$ cat config.mk
export PLATFORM = sky130hd
export DESIGN_NAME = uart_rx_byte_fifo
export DESIGN_NICKNAME = d
export VERILOG_FILES = /design/src/rtl/uart_pkg.sv /design/src/rtl/sync_byte_fifo.sv /design/src/rtl/uart_rx_byte_fifo.sv
export SDC_FILE = /design/constraint.sdc
export NUM_CORES = 1
export LEC_CHECK = 0
export ABC_AREA = 1
export CORE_UTILIZATION = 40
export CTS_CLUSTER_SIZE = 30
export DETAILED_ROUTE_END_ITERATION = 8
export PLACE_DENSITY_LB_ADDON = 0.15
export SLEW_MARGIN = 20
export SYNTH_ARGS = -nofsm -noshare
export SYNTH_HDL_FRONTEND = slang
export SYNTH_HIERARCHICAL = 1
export SYNTH_SLANG_ARGS = --single-unit
$ cat constraint.sdc
create_clock -name clk -period 5.8 [get_ports clk]
set_clock_uncertainty 0.2 [all_clocks]
set_input_delay 1.16 -clock clk [delete_from_list [all_inputs] [get_ports clk]]
set_output_delay 1.16 -clock clk [all_outputs]
set_load 0.03 [all_outputs]
$ cat src/rtl/uart_pkg.sv
// Shared definitions for the UART command/image receive path.
package uart_pkg;

    typedef enum logic [1:0] {
        IDLE  = 2'd0,
        START = 2'd1,
        DATA  = 2'd2,
        STOP  = 2'd3
    } rx_state_e;

    // Mode-select command bytes recognised by the downstream parser
    localparam logic [7:0] CMD_PC_MODE     = 8'hAA;
    localparam logic [7:0] CMD_CAMERA_MODE = 8'hBB;

endpackage

$ cat src/rtl/sync_byte_fifo.sv
// Synchronous byte FIFO with registered read data, occupancy count and overrun flag.
module sync_byte_fifo #(
    parameter int unsigned DATA_WIDTH = 8,
    parameter int unsigned FIFO_DEPTH = 16
) (
    input  logic                          clk,
    input  logic                          reset,
    input  logic                          wr_en,
    input  logic [DATA_WIDTH-1:0]         wr_data,
    input  logic                          rd_en,
    output logic [DATA_WIDTH-1:0]         rd_data,
    output logic                          empty,
    output logic                          full,
    output logic [$clog2(FIFO_DEPTH):0]   count,
    output logic                          overrun_err
);

    localparam int unsigned PTR_W = $clog2(FIFO_DEPTH);
    localparam int unsigned CNT_W = PTR_W + 1;

    logic [DATA_WIDTH-1:0] mem_q [FIFO_DEPTH];
    logic [PTR_W-1:0]      wr_ptr_q, wr_ptr_d;
    logic [PTR_W-1:0]      rd_ptr_q, rd_ptr_d;
    logic [CNT_W-1:0]      count_q, count_d;
    logic [DATA_WIDTH-1:0] rd_data_q, rd_data_d;
    logic                  empty_q, empty_d;
    logic                  full_q, full_d;
    logic                  overrun_q, overrun_d;
    logic                  push_c, pop_c;

    // A pop frees a slot in the same cycle, so a full FIFO still accepts a push alongside it
    always_comb begin
        pop_c     = rd_en & ~empty_q;
        push_c    = wr_en & (~full_q | pop_c);
        wr_ptr_d  = wr_ptr_q;
        rd_ptr_d  = rd_ptr_q;
        count_d   = count_q;
        rd_data_d = rd_data_q;
        overrun_d = wr_en & full_q & ~pop_c;
        if (push_c) begin
            wr_ptr_d = wr_ptr_q + PTR_W'(1);
        end
        if (pop_c) begin
            rd_ptr_d  = rd_ptr_q + PTR_W'(1);
            rd_data_d = mem_q[rd_ptr_q];
        end
        case ({push_c, pop_c})
            2'b10:   count_d = count_q + CNT_W'(1);
            2'b01:   count_d = count_q - CNT_W'(1);
            default: count_d = count_q;
        endcase
        empty_d = (count_d == CNT_W'(0));
        full_d  = (count_d == CNT_W'(FIFO_DEPTH));
    end

    always_ff @(posedge clk) begin
        if (reset) begin
            wr_ptr_q  <= '0;
            rd_ptr_q  <= '0;
            count_q   <= '0;
            rd_data_q <= '0;
            empty_q   <= 1'b1;
            full_q    <= 1'b0;
            overrun_q <= 1'b0;
        end else begin
            wr_ptr_q  <= wr_ptr_d;
            rd_ptr_q  <= rd_ptr_d;
            count_q   <= count_d;
            rd_data_q <= rd_data_d;
            empty_q   <= empty_d;
            full_q    <= full_d;
            overrun_q <= overrun_d;
        end
    end

    // Storage array carries no reset; validity is tracked by the pointers
    always_ff @(posedge clk) begin
        if (push_c) begin
            mem_q[wr_ptr_q] <= wr_data;
        end
    end

    assign rd_data     = rd_data_q;
    assign empty       = empty_q;
    assign full        = full_q;
    assign count       = count_q;
    assign overrun_err = overrun_q;

endmodule

$ cat src/rtl/uart_rx_byte_fifo.sv
// 16x-oversampled 8N1 UART receiver feeding a synchronous byte FIFO.
module uart_rx_byte_fifo
    import uart_pkg::*;
#(
    parameter int unsigned CLK_FREQ   = 100_000_000,
    parameter int unsigned BAUD_RATE  = 115200,
    parameter int unsigned OVERSAMPLE = 16,
    parameter int unsigned DATA_WIDTH = 8,
    parameter int unsigned FIFO_DEPTH = 16
) (
    input  logic                          clk,
    input  logic                          reset,
    input  logic                          rx,
    input  logic                          rd_en,
    output logic [DATA_WIDTH-1:0]         rx_data,
    output logic                          rx_empty,
    output logic                          rx_full,
    output logic [$clog2(FIFO_DEPTH):0]   fifo_count,
    output logic                          frame_err,
    output logic                          overrun_err
);

    localparam int unsigned TICK_RAW = CLK_FREQ / (BAUD_RATE * OVERSAMPLE);
    localparam int unsigned TICK_DIV = (TICK_RAW < 1) ? 1 : TICK_RAW;
    localparam int unsigned DIV_W    = (TICK_DIV > 1) ? $clog2(TICK_DIV) : 1;
    localparam int unsigned BIT_W    = (DATA_WIDTH > 1) ? $clog2(DATA_WIDTH) : 1;

    logic                  sync1_q, sync1_d;
    logic                  rx_s_q, rx_s_d;
    logic [DIV_W-1:0]      div_cnt_q, div_cnt_d;
    logic                  tick_c;
    rx_state_e             state_q, state_d;
    logic [3:0]            tick_cnt_q, tick_cnt_d;
    logic [BIT_W-1:0]      bit_idx_q, bit_idx_d;
    logic [DATA_WIDTH-1:0] shift_q, shift_d;
    logic                  frame_err_q, frame_err_d;
    logic                  byte_done_c;

    // Synchroniser, oversample tick divider and receive FSM next-state
    always_comb begin
        sync1_d     = rx;
        rx_s_d      = sync1_q;
        tick_c      = (div_cnt_q == DIV_W'(TICK_DIV - 1));
        div_cnt_d   = tick_c ? '0 : div_cnt_q + DIV_W'(1);
        state_d     = state_q;
        tick_cnt_d  = tick_cnt_q;
        bit_idx_d   = bit_idx_q;
        shift_d     = shift_q;
        frame_err_d = 1'b0;
        byte_done_c = 1'b0;
        if (tick_c) begin
            case (state_q)
                IDLE: begin
                    if (!rx_s_q) begin
                        state_d    = START;
                        tick_cnt_d = 4'd0;
                    end
                end
                START: begin
                    if (tick_cnt_q == 4'd7) begin
                        if (!rx_s_q) begin
                            state_d    = DATA;
                            tick_cnt_d = 4'd0;
                            bit_idx_d  = '0;
                        end else begin
                            state_d = IDLE;
                        end
                    end else begin
                        tick_cnt_d = tick_cnt_q + 4'd1;
                    end
                end
                DATA: begin
                    // 4-bit counter wraps 15 -> 0 into the next bit period
                    tick_cnt_d = tick_cnt_q + 4'd1;
                    if (tick_cnt_q == 4'd15) begin
                        shift_d = {rx_s_q, shift_q[DATA_WIDTH-1:1]};
                        if (bit_idx_q == BIT_W'(DATA_WIDTH - 1)) begin
                            state_d = STOP;
                        end else begin
                            bit_idx_d = bit_idx_q + BIT_W'(1);
                        end
                    end
                end
                STOP: begin
                    tick_cnt_d = tick_cnt_q + 4'd1;
                    if (tick_cnt_q == 4'd15) begin
                        state_d     = IDLE;
                        byte_done_c = rx_s_q;
                        frame_err_d = ~rx_s_q;
                    end
                end
                default: state_d = IDLE;
            endcase
        end
    end

    always_ff @(posedge clk) begin
        if (reset) begin
            sync1_q     <= 1'b1;
            rx_s_q      <= 1'b1;
            div_cnt_q   <= '0;
            state_q     <= IDLE;
            tick_cnt_q  <= 4'd0;
            bit_idx_q   <= '0;
            shift_q     <= '0;
            frame_err_q <= 1'b0;
        end else begin
            sync1_q     <= sync1_d;
            rx_s_q      <= rx_s_d;
            div_cnt_q   <= div_cnt_d;
            state_q     <= state_d;
            tick_cnt_q  <= tick_cnt_d;
            bit_idx_q   <= bit_idx_d;
            shift_q     <= shift_d;
            frame_err_q <= frame_err_d;
        end
    end

    assign frame_err = frame_err_q;

    sync_byte_fifo #(
        .DATA_WIDTH (DATA_WIDTH),
        .FIFO_DEPTH (FIFO_DEPTH)
    ) u_fifo (
        .clk         (clk),
        .reset       (reset),
        .wr_en       (byte_done_c),
        .wr_data     (shift_q),
        .rd_en       (rd_en),
        .rd_data     (rx_data),
        .empty       (rx_empty),
        .full        (rx_full),
        .count       (fifo_count),
        .overrun_err (overrun_err)
    );

endmodule

# --- Word level (Yosys, flattened, before mapping) ---
# Memory sizes are Yosys's and may differ from the RTL's. A register that Yosys moved wholly into a read port is not among the register bits.
# Cells that the tools add are included.
op_classes:
  n_addsub: 7
  n_eq_ne: 17
  n_mux: 21
  bitwise_logic: 12
  n_reduce_logical: 9
ops:
  columns: ["operator", "count"]
  rows:
  - ["$ne 2x2->1 const B", 7]
  - ["$add 4x1->4 const B", 3]
  - ["$mux 2", 6]
  - ["$mux 3", 4]
  - ["$pmux 4 s3", 1]
  - ["$reduce_and 6->1", 2]
  - ["$pmux 5 s2", 1]
  - ["$mux 4", 2]
  - ["$pmux 2 s4", 1]
  - ["$not 1->1", 7]
  - ["$add 6x1->6 const B", 1]
  - ["$eq 2x2->1 const B", 3]
  - ["$eq 6x6->1 const B", 1]
  - ["$pmux 3 s2", 1]
  - ["$add 5x1->5 const B", 1]
  - ["$eq 5x5->1 const B", 1]
  - ["$logic_not 5->1", 1]
  - ["$mux 1", 5]
  - ["$sub 5x1->5 const B", 1]
  - ["$and 1x1->1", 4]
  - ["$eq 2x1->1 const B", 2]
  - ["$eq 4x3->1 const B", 1]
  - ["$eq 4x4->1 const B", 1]
  - ["$reduce_or 2->1", 2]
  - ["other kinds (7)", 7]
totals:
  ff_bits: 42
  mem_bits_rw: 128
  mem_count: 1
memory_table:
  columns: ["name", "depth", "width", "read_ports", "rd_clocked_by_memory_dff", "write_ports", "line", "rtl"]
  rows:
  - ["u_fifo.mem_q", 16, 8, 1, 1, 1, "sync_byte_fifo.sv:21", "logic [DATA_WIDTH-1:0] mem_q [FIFO_DEPTH];"]

# --- Depth between registers and ports, before layout ---
# Gate-level depths: netlist (run 1).
depth:
  ltp_word: 8
  ltp_mapped: 21
  ltp_nobuf: 21

# --- Modules after synthesis ---
# The synthesis (run 1) kept the hierarchy.
by_module_without_submodules:
  columns: ["mod", "n_inst", "cells_per_inst", "area_per_inst_um2", "seq_area_each_um2"]
  rows:
  - ["sync_byte_fifo", 1, 594, 6401.1, 4324.1]
  - ["uart_rx_byte_fifo", 1, 175, 1265.0, 520.5]

# --- Least setup slack after synthesis (run 1) ---
# Ideal clock, no wire load.
synth_timing:
  kind: "input port to flip-flop"
  start: "input port rd_en"
  end: "register u_fifo.empty_q, in the netlist u_fifo/empty"
  t_arrival_ns: 2.910
  t_required_ns: 5.530
  setup_slack_ns: 2.619
  cell_stages: 13
  path_buffers: 1
  path_cell_list: "nand2_1 inv_1 clkbuf_1 ha_1 nand2_1 inv_1 nor2_1 ha_1 o21ai_0 nand2_1 nor2_1 nand3_1 o21bai_1"
synth_between:
  elab_chain_len: 6
  elab_cells_between_ends: 7
  cone_classes: "2 x eq/ne; 1 x mux; 3 x bitwise; 1 x reduce/logical"
synth_rtl:
  columns: ["element", "line", "rtl"]
  rows:
  - ["from (decl)", "uart_rx_byte_fifo.sv:14", "input logic rd_en,"]
  - ["$and 1x1->1 (*)", "sync_byte_fifo.sv:33", "pop_c = rd_en & ~empty_q;"]
  - ["net u_fifo.pop_c", "sync_byte_fifo.sv:29", "logic push_c, pop_c;"]
  - ["$or 1x1->1", "sync_byte_fifo.sv:34", "push_c = wr_en & (~full_q | pop_c);"]
  - ["$and 1x1->1", "sync_byte_fifo.sv:34", null]
  - ["$eq 2x1->1 or $eq 2x2->1 (tied branches)", "sync_byte_fifo.sv:47", "case ({push_c, pop_c})"]
  - ["$pmux 5 s2 (*)", "sync_byte_fifo.sv:47", null]
  - ["$logic_not 5->1 (*)", "sync_byte_fifo.sv:52", "empty_d = (count_d == CNT_W'(0));"]
  - ["to (signal assigned)", "sync_byte_fifo.sv:70", "empty_q <= empty_d;"]
  - ["to (decl)", "sync_byte_fifo.sv:26", "logic empty_q, empty_d;"]
# Mark *: on every way through the listed nets, which the timed path passes. The rest lies on a longest branch.
# A chain may end at the register's enable or synchronous reset.

# --- Final worst setup path (run 1) ---
layout_timing:
  start: "input port rd_en"
  end: "register u_fifo.empty_q, in the netlist u_fifo/empty"
layout_between:
  elab_chain_len: 6
  elab_cells_between_ends: 7
  cone_classes: "2 x eq/ne; 1 x mux; 3 x bitwise; 1 x reduce/logical"
layout_rtl:
  columns: ["element", "line"]
  rows:
  - ["$and 1x1->1 (*)", "sync_byte_fifo.sv:33"]
  - ["$or 1x1->1", "sync_byte_fifo.sv:34"]
  - ["$and 1x1->1", "sync_byte_fifo.sv:34"]
  - ["$eq 2x1->1 or $eq 2x2->1 (tied branches)", "sync_byte_fifo.sv:47"]
  - ["$pmux 5 s2 (*)", "sync_byte_fifo.sv:47"]
  - ["$logic_not 5->1 (*)", "sync_byte_fifo.sv:52"]
# Mark *: on every way between the ends. The rest lies on a longest branch, timed or not.

==> results of run 1 <==
-- worst max path at each step --
stage	startpoint	endpoint	slack [ps]
after floorplan	rd_en	u_fifo/empty	2620
after detailed placement	rd_en	u_fifo/empty	1760
final	rd_en	u_fifo/empty	2190
after global placement	rd_en	u_fifo/empty	1870
after CTS	rd_en	u_fifo/empty	2190
after global routing	rd_en	u_fifo/empty	1950
-- worst register-to-register path, cell delays in order (launching register included) --
cell,delay [ps]
sky130_fd_sc_hd__dfxtp_1,390
sky130_fd_sc_hd__ha_1,230
sky130_fd_sc_hd__nand3_1,160
sky130_fd_sc_hd__inv_2,130
sky130_fd_sc_hd__nand3_1,90
sky130_fd_sc_hd__nor3_1,260
sky130_fd_sc_hd__nand2_1,220
sky130_fd_sc_hd__ha_1,330
sky130_fd_sc_hd__nand2_1,110
sky130_fd_sc_hd__inv_1,50
sky130_fd_sc_hd__nor2_1,140
sky130_fd_sc_hd__ha_1,250
sky130_fd_sc_hd__o21ai_0,210
sky130_fd_sc_hd__nand2_1,90
sky130_fd_sc_hd__nor2_1,110
sky130_fd_sc_hd__nand3_1,100
sky130_fd_sc_hd__o21bai_1,130
-- per-stage QoR --
stage               worst slack [ps]    util  hold WS (ps)  power, mW
finish                          2185  0.4541         226.4      2.933
global route                    1950  0.4541         247.8      3.053
CTS                             2190  0.4541         231.4      2.960
detailed placement              1755  0.4235         215.1      1.838
global placement                1867  0.4235         219.5      1.834
floorplan                       2619       -         189.5      1.733
-- power by group through the flow --
stage | sequential [mW] | combinational, mW | clock, mW
after floorplan | 1.45 | 0.281 | 0
after global placement | 1.42 | 0.418 | 0
after detailed placement | 1.42 | 0.421 | 0
after CTS | 1.39 | 0.422 | 1.15
after global routing | 1.39 | 0.461 | 1.20
final | 1.39 | 0.420 | 1.12
-- layer usage --
layer,vias up,global-route usage
li1,2605,-
met1,2483,0.2400
met2,137,0.2971
met3,18,0.04239
met4,0,0.06825
met5,-,0
-- flip-flops by register name, indices dropped and copies added, names as in the netlist, named ones only --
name and flops:
u_fifo/rd_ptr_q 4, u_fifo/empty 1, u_fifo/full 1, u_fifo/wr_ptr_q 4
bit_idx_q 3, frame_err 1, div_cnt_q 6, state_q 1
u_fifo/overrun_err 1, u_fifo/rd_data 8, rx_s_d 1, rx_s_q 1
tick_cnt_q 4, u_fifo/mem_q 128, u_fifo/count 5, shift_q 8
-- area by class of cell --
type,count,area [µm²],area share
multi-input cells,507,2391,0.2805
clock buffers,21,440.4,0.05167
inverters,52,195.2,0.02290
flip-flops and latches,178,4846,0.5686
repair buffers,23,222.7,0.02613
clock inverters,11,135.1,0.01585
well taps,234,292.8,0.03435
-- kinds of logic (layout without fill, tap and decap cells) --
kind of cell               after synthesis  in the layout
and+or+nand+nor                        448            448
AOI/OAI and AO/OA                       43             43
xor gates and xnor gates                 3              3
adders and majority gates               13             13
DFF                                    178            178
buffers and inverters                   84            107
-- cell usage in the layout (no fill, tap or decap), types with 2 or more instances in the layout --
cell                              Yosys  final
sky130_fd_sc_hd__dfxtp_1             50     49
sky130_fd_sc_hd__clkbuf_1             2      4
sky130_fd_sc_hd__ha_1                13     13
sky130_fd_sc_hd__xor2_1               3      3
sky130_fd_sc_hd__nor2_1              52     52
sky130_fd_sc_hd__nand2_1            230    230
sky130_fd_sc_hd__nand4_1              2      2
sky130_fd_sc_hd__clkbuf_16            0     17
sky130_fd_sc_hd__nor3_1               5      5
sky130_fd_sc_hd__clkinv_1             1      4
sky130_fd_sc_hd__o21ai_1              5      5
sky130_fd_sc_hd__or2_2                2      2
sky130_fd_sc_hd__nor2_2               2      2
sky130_fd_sc_hd__nand2_2             12     12
sky130_fd_sc_hd__inv_1               44     44
sky130_fd_sc_hd__inv_2                7      7
sky130_fd_sc_hd__edfxtp_1           128    128
sky130_fd_sc_hd__buf_4                1      3
sky130_fd_sc_hd__nand3_1            132    132
sky130_fd_sc_hd__clkinvlp_4           0      2
sky130_fd_sc_hd__a21oi_1             15     15
sky130_fd_sc_hd__clkdlybuf4s50_1      0     20
sky130_fd_sc_hd__o21ai_0             14     14
sky130_fd_sc_hd__bufinv_16            0      3
sky130_fd_sc_hd__nor2_4               3      3
sky130_fd_sc_hd__nor3b_1              3      3
sky130_fd_sc_hd__o211ai_1             8      8
==> out/results.txt, run 1 <==
run status: finished, final reports clean
antenna violations before repair: 0
detailed-placement wirelength estimate: 10700 µm
highest clock rate: 276.6 MHz
Min Clock Period, post-route: 3615 ps
Worst path most repeated cell: sky130_fd_sc_hd__nand2_1
standby leakage power: 3.429 nW
summed negative setup slack over all endpoints: 0 ps
number of nets in the finished design: 796
combined area of all synthesized cells: 7666 µm²
Die Area: 19720 µm²
relative slew slack: 0.4136
total length of routed met2 wires: 8034 µm
post-synthesis share of cell area spent on full adders, half adders and majority gates: 0.02122
clock transition at the registers of the reported paths: 60 ps
dominant cell by count in the synthesized netlist: sky130_fd_sc_hd__nand2_1
internal power: 2.171 mW
cell types occupying the most area after synthesis: sky130_fd_sc_hd__edfxtp_1 50%, sky130_fd_sc_hd__dfxtp_1 13%, sky130_fd_sc_hd__nand2_1 11%
TritonCTS clock tree: done
power share of the sequential group: 0.474
crit path launch type: primary input
fraction of the mapped netlist area in compound gates: 0.03101
Remaining DRCs: 0
register-to-register path setup slack: 2540 ps
proportion of synthesized flip-flops having asynchronous set or reset: 0
cell-by-cell trace of the critical path: clkdlybuf4s50_1 -> nand2_1 -> inv_1 -> ha_1 -> nand2_1 -> inv_1 -> nor2_1 -> ha_1 -> inv_1 -> nand2_1 -> inv_1 -> nand2_1 -> nand3_1 -> nand2_1 -> nor2_1 -> nand3_1 -> o21bai_1
total routing resource utilization after global routing: 0.1835
switching power share of the total: 0.2600
final-layout fill cell count: 1749
Iteration-0 DRC Markers: 413
final period utilization: 0.6232
highest metal layer with signal wires: met4
clock insertion delay at the later pin of the skew report: 420 ps
number of placed cells counting well taps: 994
Levels on crit path: 17
DR pass1 iterations: 6
maximum root-to-sink buffer count: 2
setup violation total in the final timing report: 0
nature of the critical path endpoint: flop
Initial Util: 0.4085
fin. max-slew vios: 0
Core Region: 18770 µm²
horizontal die dimension: 140.4 µm
startpoint of the worst-slack reg-to-reg timing path: tick_cnt_q[0]
required time of the worst setup path: 5950 ps
count of yosys warnings during synthesis: 6
switching component of the power: 0.7625 mW
finished layout cell area: 8523 µm²
number of nets produced by synthesis: 786
placed cell areas: 7948 µm²
Reg2Reg Depth: 16
biggest area consumer among synthesized cells: sky130_fd_sc_hd__edfxtp_1
cell class contributing the biggest share of worst-path delay: buffers and inverters
clock buffers created by TritonCTS: 17
worst hold path type: reg -> reg
highest ir drop seen on vdd: 256.0 µV
row count: 50
fin cells: 1026
average cell area after synthesis: 9.969 µm²
post-synth top area share: 0.5014
Gates resized, CTS repair: 0
count of flip-flops with a built-in enable after synthesis: 128
WHS Endpoint: rx_s_q
antenna-violating nets left: 0
post-synthesis xor/xnor area fraction: 0.003427
H-Tree Depth: 4
average wire per cell in the routed design: 16.60 µm
clock network power share: 0.383
flop and latch count out of synthesis: 178
unrepaired setup endpoints after global routing: false
largest fanout on the critical path: 21
simple-gate area share of the yosys netlist: 0.2562
type of the worst setup path: in -> reg
routed metal-1 wirelength: 7793 µm
hold bufs inserted after CTS: 0
metal3 WL: 888 µm
cell area power density: 344.1 nW/µm²
slowest CP cell: sky130_fd_sc_hd__inv_1
min-delay src: rx_s_d
buffers inserted by post-CTS timing repair: 0
number of diodes added for antenna fixing: 0
number of ports placed on the die boundary: 21
wire length of the first global-routing pass: 27110 µm
clock root cell: sky130_fd_sc_hd__clkbuf_16
overall overflow remaining after global route: 0
transition time at the pin with the least slew margin: 876.4 ps
post-synthesis mux area share: 0
Via density: 5.110
area growth from synthesis to layout: 11.18%
Most used DFF post-synth: sky130_fd_sc_hd__edfxtp_1
total clock sinks: 178
depth of the worst hold-timing path: 1
total buffers and inverters traversed by the critical path: 5
number of global-route vias before repair: 5086
Commonest cells post-synth: 230 x sky130_fd_sc_hd__nand2_1, 132 x sky130_fd_sc_hd__nand3_1, 128 x sky130_fd_sc_hd__edfxtp_1, 52 x sky130_fd_sc_hd__nor2_1, 50 x sky130_fd_sc_hd__dfxtp_1
maximum capacitance violations: 0
delay contributed by the slowest stage of the critical path: 500 ps
Seq/Total Area, Yosys: 0.6320
Arr. time, crit path: 3770 ps
combinational family with the most area after synthesis: simple AND/OR/NAND/NOR gates
Cells after Synth: 769
quantity of I/O buffers inserted on ports: 20
Final Hold Viols: 0
vertical extent of the die: 140.4 µm
Final Wtd Congestion: 0.8431
distinct cell type count of the synthesized netlist: 31
end of the worst register-to-register path: u_fifo/empty
pin count of the biggest net entering global routing: 67
Via Count: 5243
final wirelength: 17030 µm
fraction of final layout cells with drive strength greater than 1: 0.07197
Combinational Power Share: 0.143
No activity file was read; power rests on OpenSTA's default activity.
==> run 2: changes to the inputs <==
==> constraint.sdc (replaced) <==
create_clock -name clk -period 3.33 [get_ports clk]
set_clock_uncertainty 0.2 [all_clocks]
set_input_delay 0.666 -clock clk [delete_from_list [all_inputs] [get_ports clk]]
set_output_delay 0.666 -clock clk [all_outputs]
set_load 0.03 [all_outputs]
==> run 2 against run 1 <==
Flip-flop and latch count stayed put. Global-route usage is 0.67 points higher. First-iteration DRC count is 9.9% lower. Final area grew 2.2%. Routed wire length is 2.0% higher. Via count up 1.8%. Critical path type is now reg -> reg. Largest cell class unchanged.
==> out/results.txt, run 2 (synthesis gave the netlist of run 1 again) <==
Die Area: 19720 µm²
clock insertion delay at the later pin of the skew report: 430 ps
source of the critical timing path: tick_cnt_q[0]
switching component of the power: 1.441 mW
TritonCTS clock tree: done
startpoint of the worst-slack reg-to-reg timing path: tick_cnt_q[0]
final wirelength: 17370 µm
maximum root-to-sink buffer count: 2
Iteration-0 DRC Markers: 372
total buffers and inverters traversed by the critical path: 3
register with the most flip-flops: u_fifo/mem_q
slowest CP cell: sky130_fd_sc_hd__dfxtp_1
unrepaired setup endpoints after global routing: false
highest clock rate: 336.5 MHz
antenna-violating nets left: 0
final period utilization: 0.8924
total routing resource utilization after global routing: 0.1902
relative slew slack: 0.4878
cell class contributing the biggest share of worst-path delay: simple AND/OR/NAND/NOR gates
horizontal die dimension: 140.4 µm
register-to-register path setup slack: 360 ps
switching power share of the total: 0.2804
delay contributed by the slowest stage of the critical path: 390 ps
maximum capacitance violations: 0
Worst path most repeated cell: sky130_fd_sc_hd__nand2_1
quantity of I/O buffers inserted on ports: 20
largest fanout on the critical path: 5
Combinational Power Share: 0.140
cell-by-cell trace of the critical path: ha_1 -> nand3_1 -> inv_2 -> nand3_1 -> nor3_2 -> nand2_1 -> ha_1 -> nand2_1 -> inv_1 -> nor2_1 -> ha_1 -> inv_1 -> nand2_1 -> nand4_1 -> nand3_1 -> nand2_1 -> nand2_1 -> nand2_1 -> nor2_1
number of nets in the finished design: 819
Remaining DRCs: 0
crit path launch type: flop
cell area power density: 590.0 nW/µm²
Core Region: 18770 µm²
Final Hold Viols: 0
number of global-route vias before repair: 5326
pin count of the biggest net entering global routing: 35
most frequent cells in the layout: 230 x sky130_fd_sc_hd__nand2_1, 132 x sky130_fd_sc_hd__nand3_1, 128 x sky130_fd_sc_hd__edfxtp_1
number of placed cells counting well taps: 1017
fraction of final layout cells with drive strength greater than 1: 0.1080
flip-flop count of the largest register after layout: 128
CP Capture Point: u_fifo/full
Arr. time, crit path: 3140 ps
fin. max-slew vios: 0
internal power: 3.698 mW
Reg2Reg Depth: 19
antenna violations before repair: 0
highest ir drop seen on vdd: 462.1 µV
summed negative setup slack over all endpoints: 0 ps
wire length of the first global-routing pass: 28280 µm
clock root cell: sky130_fd_sc_hd__clkbuf_16
fin cells: 1049
Final Wtd Congestion: 0.8628
nature of the critical path endpoint: flop
Initial Util: 0.4085
clock transition at the registers of the reported paths: 70 ps
Via Count: 5339
required time of the worst setup path: 3500 ps
clock network power share: 0.386
most common library cell in the layout ignoring fill and taps: sky130_fd_sc_hd__nand2_1
Levels on crit path: 19
power share of the sequential group: 0.474
end of the worst register-to-register path: u_fifo/full
Via density: 5.090
type of the worst setup path: reg -> reg
overall overflow remaining after global route: 0
H-Tree Depth: 4
transition time at the pin with the least slew margin: 767.2 ps
clock buffers created by TritonCTS: 17
area growth from synthesis to layout: 13.61%
worst hold path type: reg -> reg
DR pass1 iterations: 5
standby leakage power: 3.552 nW
detailed-placement wirelength estimate: 11040 µm
number of ports placed on the die boundary: 21
number of diodes added for antenna fixing: 0
setup violation total in the final timing report: 0
Min Clock Period, post-route: 2972 ps
vertical extent of the die: 140.4 µm
overall power consumption: 5.139 mW
row count: 50
total clock sinks: 178
run status: finished, final reports clean
average wire per cell in the routed design: 16.56 µm
run 2: cell types whose count changed in the layout (fill, tap and decap cells not counted), moves of 3 or more:
cell                         previous run  this run
sky130_fd_sc_hd__buf_4                  3        26
sky130_fd_sc_hd__clkbuf_1               4         0
sky130_fd_sc_hd__clkinv_1               4         1
sky130_fd_sc_hd__clkinvlp_4             2         5
sky130_fd_sc_hd__inv_6                  1         4
sky130_fd_sc_hd__inv_8                  0         3
run 2: routing by layer:
layer | wire length [µm] | GRT usage
met5 | 0 | 0
met4 | 183 | 0.05263
met3 | 829 | 0.04410
met2 | 8647 | 0.3174
met1 | 7706 | 0.2478
run 2: through the flow:
| step | util | instance area, µm² | setup slack, ps | hold WS (ps) |
|---|---|---|---|---|
| after floorplan | - | 7666 | 546.1 | 189.5 |
| after global placement | 0.4327 | 8120 | 258.3 | 197.5 |
| after detailed placement | 0.4327 | 8120 | 258.1 | 196.3 |
| after CTS | 0.4638 | 8705 | 223.7 | 211.9 |
| after global routing | 0.4641 | 8710 | 14.27 | 236.0 |
| final | 0.4641 | 8710 | 358.3 | 209.8 |
run 2: worst min path at each step:
| stage | start | endpoint | cells after the start |
|---|---|---|---|
| after floorplan | rx_s_d | rx_s_q | 1 |
| after global placement | rx_s_d | rx_s_q | 1 |
| after detailed placement | rx_s_d | rx_s_q | 1 |
| after CTS | rx_s_d | rx_s_q | 1 |
| after global routing | rx_s_d | rx_s_q | 1 |
| final | rx_s_d | rx_s_q | 1 |
run 2: cell type report:
type	count	area, µm²
multi-input cells	507	2396
fillers	1771	10060
flip-flops and latches	178	4846
repair buffers	46	395.4
clock buffers	18	439.2
inverters	52	195.2
clock inverters	14	145.1
well taps	234	292.8
run 2: worst reg2reg max path: stages (launching register included):
cell and delay, ps:
sky130_fd_sc_hd__dfxtp_1 390, sky130_fd_sc_hd__ha_1 230, sky130_fd_sc_hd__nand3_1 150, sky130_fd_sc_hd__inv_2 130
sky130_fd_sc_hd__nand3_1 110, sky130_fd_sc_hd__nor3_2 210, sky130_fd_sc_hd__nand2_1 120, sky130_fd_sc_hd__ha_1 240
sky130_fd_sc_hd__nand2_1 90, sky130_fd_sc_hd__inv_1 50, sky130_fd_sc_hd__nor2_1 140, sky130_fd_sc_hd__ha_1 160
sky130_fd_sc_hd__inv_1 40, sky130_fd_sc_hd__nand2_1 110, sky130_fd_sc_hd__nand4_1 140, sky130_fd_sc_hd__nand3_1 100
sky130_fd_sc_hd__nand2_1 60, sky130_fd_sc_hd__nand2_1 70, sky130_fd_sc_hd__nand2_1 70, sky130_fd_sc_hd__nor2_1 100
run 2: repair_timing:
| item | 4_1_cts | 5_1_grt |
|---|---|---|
| endpoints found under the setup margin | 0 | 3 |
| resized for setup | 0 | 2 |
| buffers inserted | 0 | 0 |
| hold buffers | 0 | 0 |
run 2: power groups by stage:
stage                     registers (mW)  clock network, mW  logic [mW]
after floorplan                     2.53                  0       0.490
after global placement              2.48                  0       0.723
after detailed placement            2.48                  0       0.725
after CTS                           2.43               2.03       0.727
after global routing                2.44               2.12       0.806
final                               2.43               1.98       0.722
